File: src/rtl/dbus_demux_pkg.sv
// Shared definitions for the data-bus demultiplexer:
// default memory map, timeout and FSM state encoding.
package dbus_demux_pkg;

    localparam logic [31:0] DMEM_BASE = 32'h0000_0000;
    localparam logic [31:0] DMEM_MASK = 32'hF000_0000;
    localparam logic [31:0] MMIO_BASE = 32'h1000_0000;
    localparam logic [31:0] MMIO_MASK = 32'hF000_0000;

    localparam int DBUS_TIMEOUT_DEFAULT = 64;

    typedef enum logic [1:0] {
        IDLE = 2'd0,
        WAIT = 2'd1,
        ERR  = 2'd2
    } state_t;

endpackage

File: src/rtl/dbus_addr_decode.sv
// Combinational address decode for the data-bus demux.
// Port 1 wins when both windows match.
module dbus_addr_decode
    import dbus_demux_pkg::*;
#(
    parameter logic [31:0] S0_BASE = DMEM_BASE,
    parameter logic [31:0] S0_MASK = DMEM_MASK,
    parameter logic [31:0] S1_BASE = MMIO_BASE,
    parameter logic [31:0] S1_MASK = MMIO_MASK
) (
    input  logic [31:0] addr,
    output logic        sel0,
    output logic        sel1,
    output logic        unmapped
);

    assign sel1     = (addr & S1_MASK) == S1_BASE;
    assign sel0     = !sel1 && ((addr & S0_MASK) == S0_BASE);
    assign unmapped = !sel0 && !sel1;

endmodule

File: src/rtl/dbus_demux.sv
// 1-to-2 data-bus router: memory on port 0, MMIO on port 1,
// one outstanding transaction, local error for unmapped/timeout.
module dbus_demux
    import dbus_demux_pkg::*;
#(
    parameter logic [31:0] S0_BASE = DMEM_BASE,
    parameter logic [31:0] S0_MASK = DMEM_MASK,
    parameter logic [31:0] S1_BASE = MMIO_BASE,
    parameter logic [31:0] S1_MASK = MMIO_MASK,
    parameter int          TIMEOUT = DBUS_TIMEOUT_DEFAULT
) (
    input  logic        clk,
    input  logic        rst_n,
    input  logic        req_valid,
    output logic        req_ready,
    input  logic [31:0] req_addr,
    input  logic        req_we,
    input  logic [31:0] req_wdata,
    input  logic [3:0]  req_wstrb,
    output logic        resp_valid,
    output logic [31:0] resp_rdata,
    output logic        resp_err,
    output logic        m0_req_valid,
    input  logic        m0_req_ready,
    output logic [31:0] m0_addr,
    output logic        m0_we,
    output logic [31:0] m0_wdata,
    output logic [3:0]  m0_wstrb,
    input  logic        m0_resp_valid,
    input  logic [31:0] m0_resp_rdata,
    output logic        m1_req_valid,
    input  logic        m1_req_ready,
    output logic [31:0] m1_addr,
    output logic        m1_we,
    output logic [31:0] m1_wdata,
    output logic [3:0]  m1_wstrb,
    input  logic        m1_resp_valid,
    input  logic [31:0] m1_resp_rdata
);

    localparam int CW = (TIMEOUT > 0) ? $clog2(TIMEOUT + 1) : 1;
    localparam int TL = (TIMEOUT > 0) ? TIMEOUT - 1 : 0;
    localparam logic [CW-1:0] TLAST = CW'(TL);
    localparam logic [CW-1:0] CMAX  = {CW{1'b1}};

    state_t        state;
    state_t        state_n;
    logic [CW-1:0] cnt;
    logic          cur_sel;
    logic          cur_we;

    logic          sel0;
    logic          sel1;
    logic          unmapped;
    logic          accept;
    logic          fire;
    logic          err_n;
    logic [31:0]   rdata_n;
    logic          sel_rvalid;
    logic [31:0]   sel_rdata;

    dbus_addr_decode #(
        .S0_BASE (S0_BASE),
        .S0_MASK (S0_MASK),
        .S1_BASE (S1_BASE),
        .S1_MASK (S1_MASK)
    ) u_dec (
        .addr     (req_addr),
        .sel0     (sel0),
        .sel1     (sel1),
        .unmapped (unmapped)
    );

    assign m0_addr  = req_addr;
    assign m0_we    = req_we;
    assign m0_wdata = req_wdata;
    assign m0_wstrb = req_wstrb;
    assign m1_addr  = req_addr;
    assign m1_we    = req_we;
    assign m1_wdata = req_wdata;
    assign m1_wstrb = req_wstrb;

    // only the selected target's response is ever looked at
    assign sel_rvalid = cur_sel ? m1_resp_valid : m0_resp_valid;
    assign sel_rdata  = cur_sel ? m1_resp_rdata : m0_resp_rdata;

    always_comb begin
        state_n      = state;
        req_ready    = 1'b0;
        m0_req_valid = 1'b0;
        m1_req_valid = 1'b0;
        accept       = 1'b0;
        fire         = 1'b0;
        err_n        = 1'b0;
        rdata_n      = '0;
        unique case (state)
            IDLE: begin
                m0_req_valid = req_valid & sel0;
                m1_req_valid = req_valid & sel1;
                req_ready    = sel0 ? m0_req_ready :
                               sel1 ? m1_req_ready : 1'b1;
                accept       = req_valid & req_ready;
                if (accept) begin
                    state_n = unmapped ? ERR : WAIT;
                end
            end
            WAIT: begin
                if (sel_rvalid) begin
                    fire    = 1'b1;
                    rdata_n = cur_we ? 32'h0 : sel_rdata;
                    state_n = IDLE;
                end else if ((TIMEOUT != 0) && (cnt == TLAST)) begin
                    fire    = 1'b1;
                    err_n   = 1'b1;
                    state_n = IDLE;
                end
            end
            ERR: begin
                fire    = 1'b1;
                err_n   = 1'b1;
                state_n = IDLE;
            end
            default: state_n = IDLE;
        endcase
    end

    always_ff @(posedge clk or negedge rst_n) begin
        if (!rst_n) begin
            state      <= IDLE;
            cnt        <= '0;
            cur_sel    <= 1'b0;
            cur_we     <= 1'b0;
            resp_valid <= 1'b0;
            resp_err   <= 1'b0;
            resp_rdata <= '0;
        end else begin
            state      <= state_n;
            resp_valid <= fire;
            resp_err   <= err_n;
            resp_rdata <= rdata_n;
            if (accept && !unmapped) begin
                cur_sel <= sel1;
                cur_we  <= req_we;
                cnt     <= '0;
            end else if (state == WAIT && cnt != CMAX) begin
                cnt <= cnt + 1'b1;
            end
        end
    end

endmodule

File: config.mk
export PLATFORM = sky130hd
export DESIGN_NAME = dbus_demux
export DESIGN_NICKNAME = d
export VERILOG_FILES = /design/src/rtl/dbus_demux_pkg.sv /design/src/rtl/dbus_addr_decode.sv /design/src/rtl/dbus_demux.sv
export SDC_FILE = /design/constraint.sdc
export NUM_CORES = 1
export LEC_CHECK = 0
export BUFFER_PORTS_ARGS = -buffer_cell sky130_fd_sc_hd__buf_2
export CELL_PAD_IN_SITES_DETAIL_PLACEMENT = 1
export CELL_PAD_IN_SITES_GLOBAL_PLACEMENT = 1
export CORE_MARGIN = 5
export CORE_UTILIZATION = 24
export DETAILED_ROUTE_END_ITERATION = 16
export GPL_ROUTABILITY_DRIVEN = 0
export PLACE_DENSITY_LB_ADDON = 0.1
export REMOVE_ABC_BUFFERS = 1
export SLEW_MARGIN = 20
export SYNTH_ARGS = -nofsm -noshare
export SYNTH_HDL_FRONTEND = slang
export SYNTH_HIERARCHICAL = 1
export SYNTH_SLANG_ARGS = --single-unit
File: constraint.sdc
create_clock -name clk -period 1.9 [get_ports clk]
set_input_delay 0.095 -clock clk [delete_from_list [all_inputs] [get_ports clk]]
set_output_delay 0.095 -clock clk [all_outputs]
set_load 0.02 [all_outputs]
==> results of run 1 <==
[final cells by class]
class | instances | area [sq um] | area share
Sequential cell | 45 | 1127 | 0.3679
Clock buffer | 7 | 132.6 | 0.04328
Multi-Input combinational cell | 121 | 832.0 | 0.2715
Clock inverter | 1 | 7.507 | 0.002450
Inverter | 5 | 18.77 | 0.006125
Timing Repair Buffer | 136 | 730.7 | 0.2385
Tap cell | 172 | 215.2 | 0.07023
[routing by layer]
layer	routed length, um	track usage	vias up	share of wire
li1	-	-	891	-
met1	4478	0.1722	934	0.24
met2	7704	0.3529	308	0.41
met3	4761	0.2731	50	0.25
met4	1565	0.1668	8	0.083
met5	234	0.1215	-	0.012
[cells in the mapped netlist (all sizes together), types with 2 or more instances]
cell	count
buf	143
a21oi	4
inv	5
clkbuf	3
ha	4
nand2	5
dfrtp	45
nand4	2
a22o	2
or3	3
o221a	2
o21ai	2
nand3	5
mux2i	33
nor2	37
mux2	2
o21a	2
and3	5
[cells by family after synthesis]
family / count (synthesis)
DFF: 45
adders and majority gates: 4
muxes: 35
buffers and inverters: 151
xor gates and xnor gates: 1
AOI/OAI and AO/OA: 16
and+or+nand+nor: 65
[sequential cells by signal, summed over array words and instances, names as in the netlist]
register,cells
state,2
resp_valid,1
cur_we,1
cnt,7
resp_err,1
cur_sel,1
resp_rdata,32
[worst max-delay path, cell delays in order, from the launching register on]
cell and delay (ps):
dfrtp_1 400, inv_1 90, ha_1 340, inv_2 60, or3_1 450, buf_12 200, nor2_1 120
[cell usage in the layout (no fill, tap or decap), types with 3 or more instances in the layout]
cell type  count
buf_2        122
dfrtp_1       44
nor2_1        36
mux2i_1       33
buf_4         12
nand2_1        5
and3_1         5
nand3_1        5
clkbuf_16      5
inv_1          4
a21oi_1        4
ha_1           4
or3_1          3
[through the flow]
stage | cells | hold slack [ps] | instance area [sq um] | power, mW | setup TNS (ps)
2_1_floorplan | 171 | -200.6 | 1977 | 1.400 | -19580
3_3_place_gp | 478 | -39.32 | 2914 | 1.699 | 0
3_5_place_dp | 478 | -36.79 | 2914 | 1.696 | 0
4_1_cts | 487 | 47.35 | 3064 | 2.572 | 0
5_1_grt | 487 | 61.45 | 3064 | 2.672 | 0
6_report | 487 | 52.40 | 3064 | 2.518 | 0
[power by group through the flow]
stage / Sequential, mW / Combinational, mW / Clock [mW]
floorplan: 1.17 / 0.235 / 0
global placement: 1.13 / 0.572 / 0
detailed placement: 1.13 / 0.569 / 0
CTS: 1.11 / 0.573 / 0.890
global route: 1.12 / 0.624 / 0.925
finish: 1.11 / 0.560 / 0.849
[worst max-delay path by stage]
stage / from / to / slack, ps / cells past startpoint
2_1_floorplan: cur_sel$_DFFE_PN0N_ / resp_rdata[0]$_DFF_PN0_ / -590 / 3
3_3_place_gp: req_addr[28] / cur_sel$_DFFE_PN0N_ / 190 / 6
3_5_place_dp: state[1]$_DFFE_PN0P_ / resp_rdata[0]$_DFF_PN0_ / 160 / 6
4_1_cts: state[1]$_DFFE_PN0P_ / resp_rdata[0]$_DFF_PN0_ / 140 / 6
5_1_grt: state[1]$_DFFE_PN0P_ / resp_rdata[0]$_DFF_PN0_ / 30 / 6
6_report: state[1]$_DFFE_PN0P_ / resp_rdata[0]$_DFF_PN0_ / 150 / 6
==> results.sh, run 1 <==
export IMPL_outcome="completed"
export IMPL_r2r_end="resp_rdata[0]$_DFF_PN0_"
export IMPL_cts_buffers=5
export IMPL_cts_hold_buf=1
export IMPL_fillerInstances=1485
export IMPL_syn_to_final_growth_pct=-0.2037
export IMPL_finalWirelength_um=18740
export IMPL_port_buffers=122
export IMPL_reg2reg_setup_slack_ps=150
export IMPL_fin_skew_ps=6.622
export IMPL_muxShareOfSynthArea=0.1149
export IMPL_synth_warnings=6
export IMPL_p_per_area_nw_per_um2=821.6
export IMPL_die_y_um=123.1
export IMPL_cts_tree="done"
export IMPL_synth_simple_area_share=0.09943
export IMPL_finalHoldViolCount=0
export IMPL_die_x_um=123.1
export IMPL_synth_distinct_cells=36
export IMPL_pre_cts_slack_ps=161.7
export IMPL_hold_start="m0_resp_rdata[30]"
export IMPL_synthArstFlopShare=1.000
export IMPL_drive_above_1_share=0.4603
export IMPL_grt_first_pass_wirelength_um=23530
export IMPL_htreeDepth=2
export IMPL_clkLatencyLatePin_ps=280
export IMPL_critPathKind="reg2reg"
export IMPL_yosys_area_top_type="dfrtp_1"
export IMPL_ir_worst_vdd_mv=0.3024
export IMPL_maxSlewHeadroom=0.6234
export IMPL_cts_setup_buffers=0
export IMPL_worst_pin_slew_ps=564.9
export IMPL_synth_top_area_share=0.3667
export IMPL_synth_area_leaders="dfrtp_1, buf_4, mux2i_1"
export IMPL_ys_flop_type="dfrtp_1"
export IMPL_combPwrFrac=0.223
export IMPL_viasPerCell=4.499
export IMPL_slew_violations=0
export IMPL_clockRootBuffer="clkbuf_16"
export IMPL_avgRoutedWirePerCell_um=38.49
export IMPL_fmax_ghz=0.5721
export IMPL_required_ps=2110
export IMPL_leakage_nw=1.548
export IMPL_crit_arrival_ps=1960
export IMPL_min_to="resp_rdata[30]$_DFF_PN0_"
export IMPL_diodes=0
export IMPL_setup_viol=0
export IMPL_start_util=0.2443
export IMPL_firstDrtPassIters=4
export IMPL_timing_rr_start="state[1]$_DFFE_PN0P_"
export IMPL_worstHoldPathType="in2reg"
export IMPL_drt_iter0_drc=71
export IMPL_fin_ws_ps=152.1
export IMPL_syn_area_per_cell_sq_um=9.686
export IMPL_fin_crit_sh=0.9200
export IMPL_antenna_found_initial=0
export IMPL_clockBufferDepth=2
export IMPL_holdPathStages=3
export IMPL_overflow=0
export IMPL_nets=458
export IMPL_grt_max_degree=34
export IMPL_synth_area_sq_um=3070
export IMPL_synthAdderAreaFrac=0.01630
export IMPL_path_max_fanout=23
export IMPL_synth_xor_xnor_area_share=0.002852
export IMPL_min_period_ps=1748
export IMPL_vias=2191
export IMPL_netlist_instances=317
export IMPL_clkPwrFrac=0.337
export IMPL_cp_start_kind="register"
export IMPL_synth_edf_count=0
export IMPL_rsz0062_at_grt="false"
export IMPL_synth_top_family_by_area="buffers and inverters"
export IMPL_die_area_sq_um=15160
export IMPL_postRouteAntennaNets=0
export IMPL_core_area_sq_um=12570
export IMPL_rr_worst_depth=6
export IMPL_hpwl_um=16410
export IMPL_drc=0
export IMPL_clk_pin_slew_worst_paths_ps=60
export IMPL_rows=41
export IMPL_synth_seq_area_share=0.3667
export IMPL_synth_compound_area_share=0.03749
export IMPL_endpoint_kind="register"
export IMPL_cts_sinks=45
export IMPL_grt_pass1_vias=2356
export IMPL_fin_util=0.2438
export IMPL_switching_share=0.2903
export IMPL_p_sw_mw=0.7308
export IMPL_pwr_share_seq=0.440
export IMPL_drv_cap=0
export IMPL_cts_resized_gates=0
export IMPL_p_int_mw=1.787
export IMPL_grt_usage=0.2423
export IMPL_synth_seq_cells=45
export IMPL_ioPinCount=315
No activity file was read; power rests on OpenSTA's default activity.
==> run 2: changes to the inputs <==
CORE_AREA = 5 5 121 123   (was unset)
CORE_MARGIN = unset   (was 5)
CORE_UTILIZATION = unset   (was 24)
DIE_AREA = 0 0 126 128   (was unset)
clock period = 2.15 ns   (was 1.9 ns; I/O delays follow)
==> run 2 against run 1 <==
Cell count decreased by 0.41%. Highest routed layer unchanged. Routed wire length decreased by 2.1%. Maximum frequency fell by 4.0%. Die area rose by 6.4%. Worst setup slack gained 180 ps. Critical path depth shrank 1. Via count grew 0.59%. Utilization is 2.1 points lower. Sequential share of layout area up 0.46 points. Largest cell class unchanged. Critical path type unchanged. Count of clock-buffer cells in the layout decreased by 2. Combinational power fell by 20%.
==> results.sh, run 2 (synthesis results as in run 1) <==
export IMPL_overflow=0
export IMPL_clkLatencyLatePin_ps=290
export IMPL_clkPwrFrac=0.377
export IMPL_outcome="completed"
export IMPL_postRouteAntennaNets=0
export IMPL_die_x_um=126
export IMPL_endpoint_kind="register"
export IMPL_setup_viol=0
export IMPL_max_flop_register="resp_rdata"
export IMPL_maxSlewHeadroom=0.6014
export IMPL_finalWirelength_um=18350
export IMPL_vias=2204
export IMPL_drc=0
export IMPL_crit_start="state[0]$_DFFE_PN0P_"
export IMPL_min_to="resp_rdata[22]$_DFF_PN0_"
export IMPL_ioPinCount=315
export IMPL_cts_tree="done"
export IMPL_drt_iter0_drc=80
export IMPL_path_max_fanout=8
export IMPL_htreeDepth=2
export IMPL_firstDrtPassIters=4
export IMPL_final_cell_mix="buf_2, dfrtp_1, nor2_1"
export IMPL_grt_first_pass_wirelength_um=23940
export IMPL_drv_cap=0
export IMPL_fin_crit_sh=0.8469
export IMPL_crit_buf_inv=1
export IMPL_cts_setup_buffers=0
export IMPL_worstHoldPathType="in2reg"
export IMPL_leakage_nw=1.519
export IMPL_slew_violations=0
export IMPL_path_cells="inv_1 > ha_1 > nand4_1 > nor2_2 > mux2_1"
export IMPL_timing_rr_start="state[0]$_DFFE_PN0P_"
export IMPL_cts_sinks=45
export IMPL_finalHoldViolCount=0
export IMPL_min_period_ps=1821
export IMPL_syn_to_final_growth_pct=-1.426
export IMPL_pwr_share_seq=0.429
export IMPL_final_area_sq_um=3027
export IMPL_hpwl_um=16060
export IMPL_switching_share=0.2811
export IMPL_hold_start="m0_resp_rdata[22]"
export IMPL_largest_register_ffs=32
export IMPL_clockBufferDepth=2
export IMPL_fmax_ghz=0.5492
export IMPL_reg_largest_list="resp_rdata (32), cnt (7), state (2)"
export IMPL_cp_start_kind="register"
export IMPL_p_sw_mw=0.6497
export IMPL_grt_max_degree=34
export IMPL_die_area_sq_um=16130
export IMPL_viasPerCell=4.544
export IMPL_port_buffers=122
export IMPL_reg2reg_setup_slack_ps=330
export IMPL_start_util=0.2265
export IMPL_rsz0062_at_grt="false"
export IMPL_avgRoutedWirePerCell_um=37.83
export IMPL_place_area_sq_um=2856
export IMPL_fin_util=0.2232
export IMPL_combPwrFrac=0.194
export IMPL_fin_tns_setup_ps=0
export IMPL_grt_usage=0.2238
export IMPL_p_int_mw=1.662
export IMPL_required_ps=2320
export IMPL_fin_skew_ps=5.875
export IMPL_nets=449
export IMPL_clk_pin_slew_worst_paths_ps=60
export IMPL_drive_above_1_share=0.4492
export IMPL_grt_pass1_vias=2368
export IMPL_crit_arrival_ps=1990
export IMPL_fillerInstances=1615
export IMPL_antenna_found_initial=0
export IMPL_r2r_end="cur_sel$_DFFE_PN0N_"
export IMPL_critical_path_top_delay_family="simple AND/OR/NAND/NOR gates"
export IMPL_holdPathStages=3
export IMPL_critPathKind="reg2reg"
export IMPL_ir_worst_vdd_mv=0.3061
export IMPL_die_y_um=128
export IMPL_cts_buffers=5
export IMPL_whs_ps=57.51
export IMPL_final_common_cell="buf_2"
export IMPL_rr_worst_depth=5
export IMPL_p_per_area_nw_per_um2=763.7
export IMPL_rows=43
export IMPL_cp_slowest_cell="dfrtp_1"
export IMPL_clockRootBuffer="clkbuf_16"
export IMPL_core_area_sq_um=13560
export IMPL_diodes=0
export IMPL_worst_pin_slew_ps=597.9
export IMPL_slowest_delay_ps=400
-- run 2: worst max path at each step --
stage / to / slack (ps) / depth (start not counted)
2_1_floorplan: resp_rdata[0]$_DFF_PN0_ / -340 / 3
3_3_place_gp: cur_sel$_DFFE_PN0N_ / 220 / 6
3_5_place_dp: cur_sel$_DFFE_PN0N_ / 190 / 6
4_1_cts: cur_sel$_DFFE_PN0N_ / 320 / 5
5_1_grt: cur_sel$_DFFE_PN0N_ / 220 / 5
6_report: cur_sel$_DFFE_PN0N_ / 330 / 5
-- run 2: metal layers --
| layer | GRT usage | routed length (um) | up-vias |
|---|---|---|---|
| met4 | 0.06309 | 454 | 6 |
| met1 | 0.1793 | 5096 | 967 |
| met5 | 0.08669 | 177 | - |
| met3 | 0.2763 | 4839 | 21 |
| met2 | 0.3321 | 7781 | 338 |
| li1 | - | - | 872 |
-- run 2: worst reg2reg max path, delay by kind of cell (launching register included) --
| family | cells | cell delay, ps |
|---|---|---|
| AND/OR/NAND/NOR | 2 | 620 |
| flip-flops | 1 | 400 |
| multiplexers | 1 | 360 |
| adder cells (fa/ha/maj) | 1 | 240 |
| buffers and inverters | 1 | 90 |
-- run 2: stage by stage --
stage | total power, mW | cells | setup slack (ps)
floorplan | 1.237 | 171 | -337.4
global placement | 1.464 | 477 | 223.4
detailed placement | 1.462 | 477 | 193.4
CTS | 2.352 | 485 | 322.3
global route | 2.447 | 485 | 223.9
finish | 2.311 | 485 | 329.1
-- run 2: area by class of cell --
| class | count | area [sq um] | area share |
|---|---|---|---|
| timing repair buffer | 127 | 663.1 | 0.2191 |
| sequential | 45 | 1127 | 0.3725 |
| tap | 180 | 225.2 | 0.07441 |
| clock inverter | 2 | 35.03 | 0.01158 |
| clock buffer | 5 | 125.1 | 0.04134 |
| multi-input combinational | 121 | 832.0 | 0.2749 |
| inverter | 5 | 18.77 | 0.006201 |
-- run 2: power by group through the flow --
stage	Clock [mW]	Sequential [mW]	Combinational, mW
floorplan	0	1.03	0.207
global placement	0	1.00	0.459
detailed placement	0	1.00	0.457
CTS	0.902	0.991	0.460
global route	0.940	1.00	0.506
finish	0.872	0.991	0.449
-- run 2: timing repair --
item                                   4_1_cts  5_1_grt
gates resized for setup                      0        0
endpoints found under the hold margin       20        0
setup endpoints to repair                    0        0
hold buffers                                 1        0
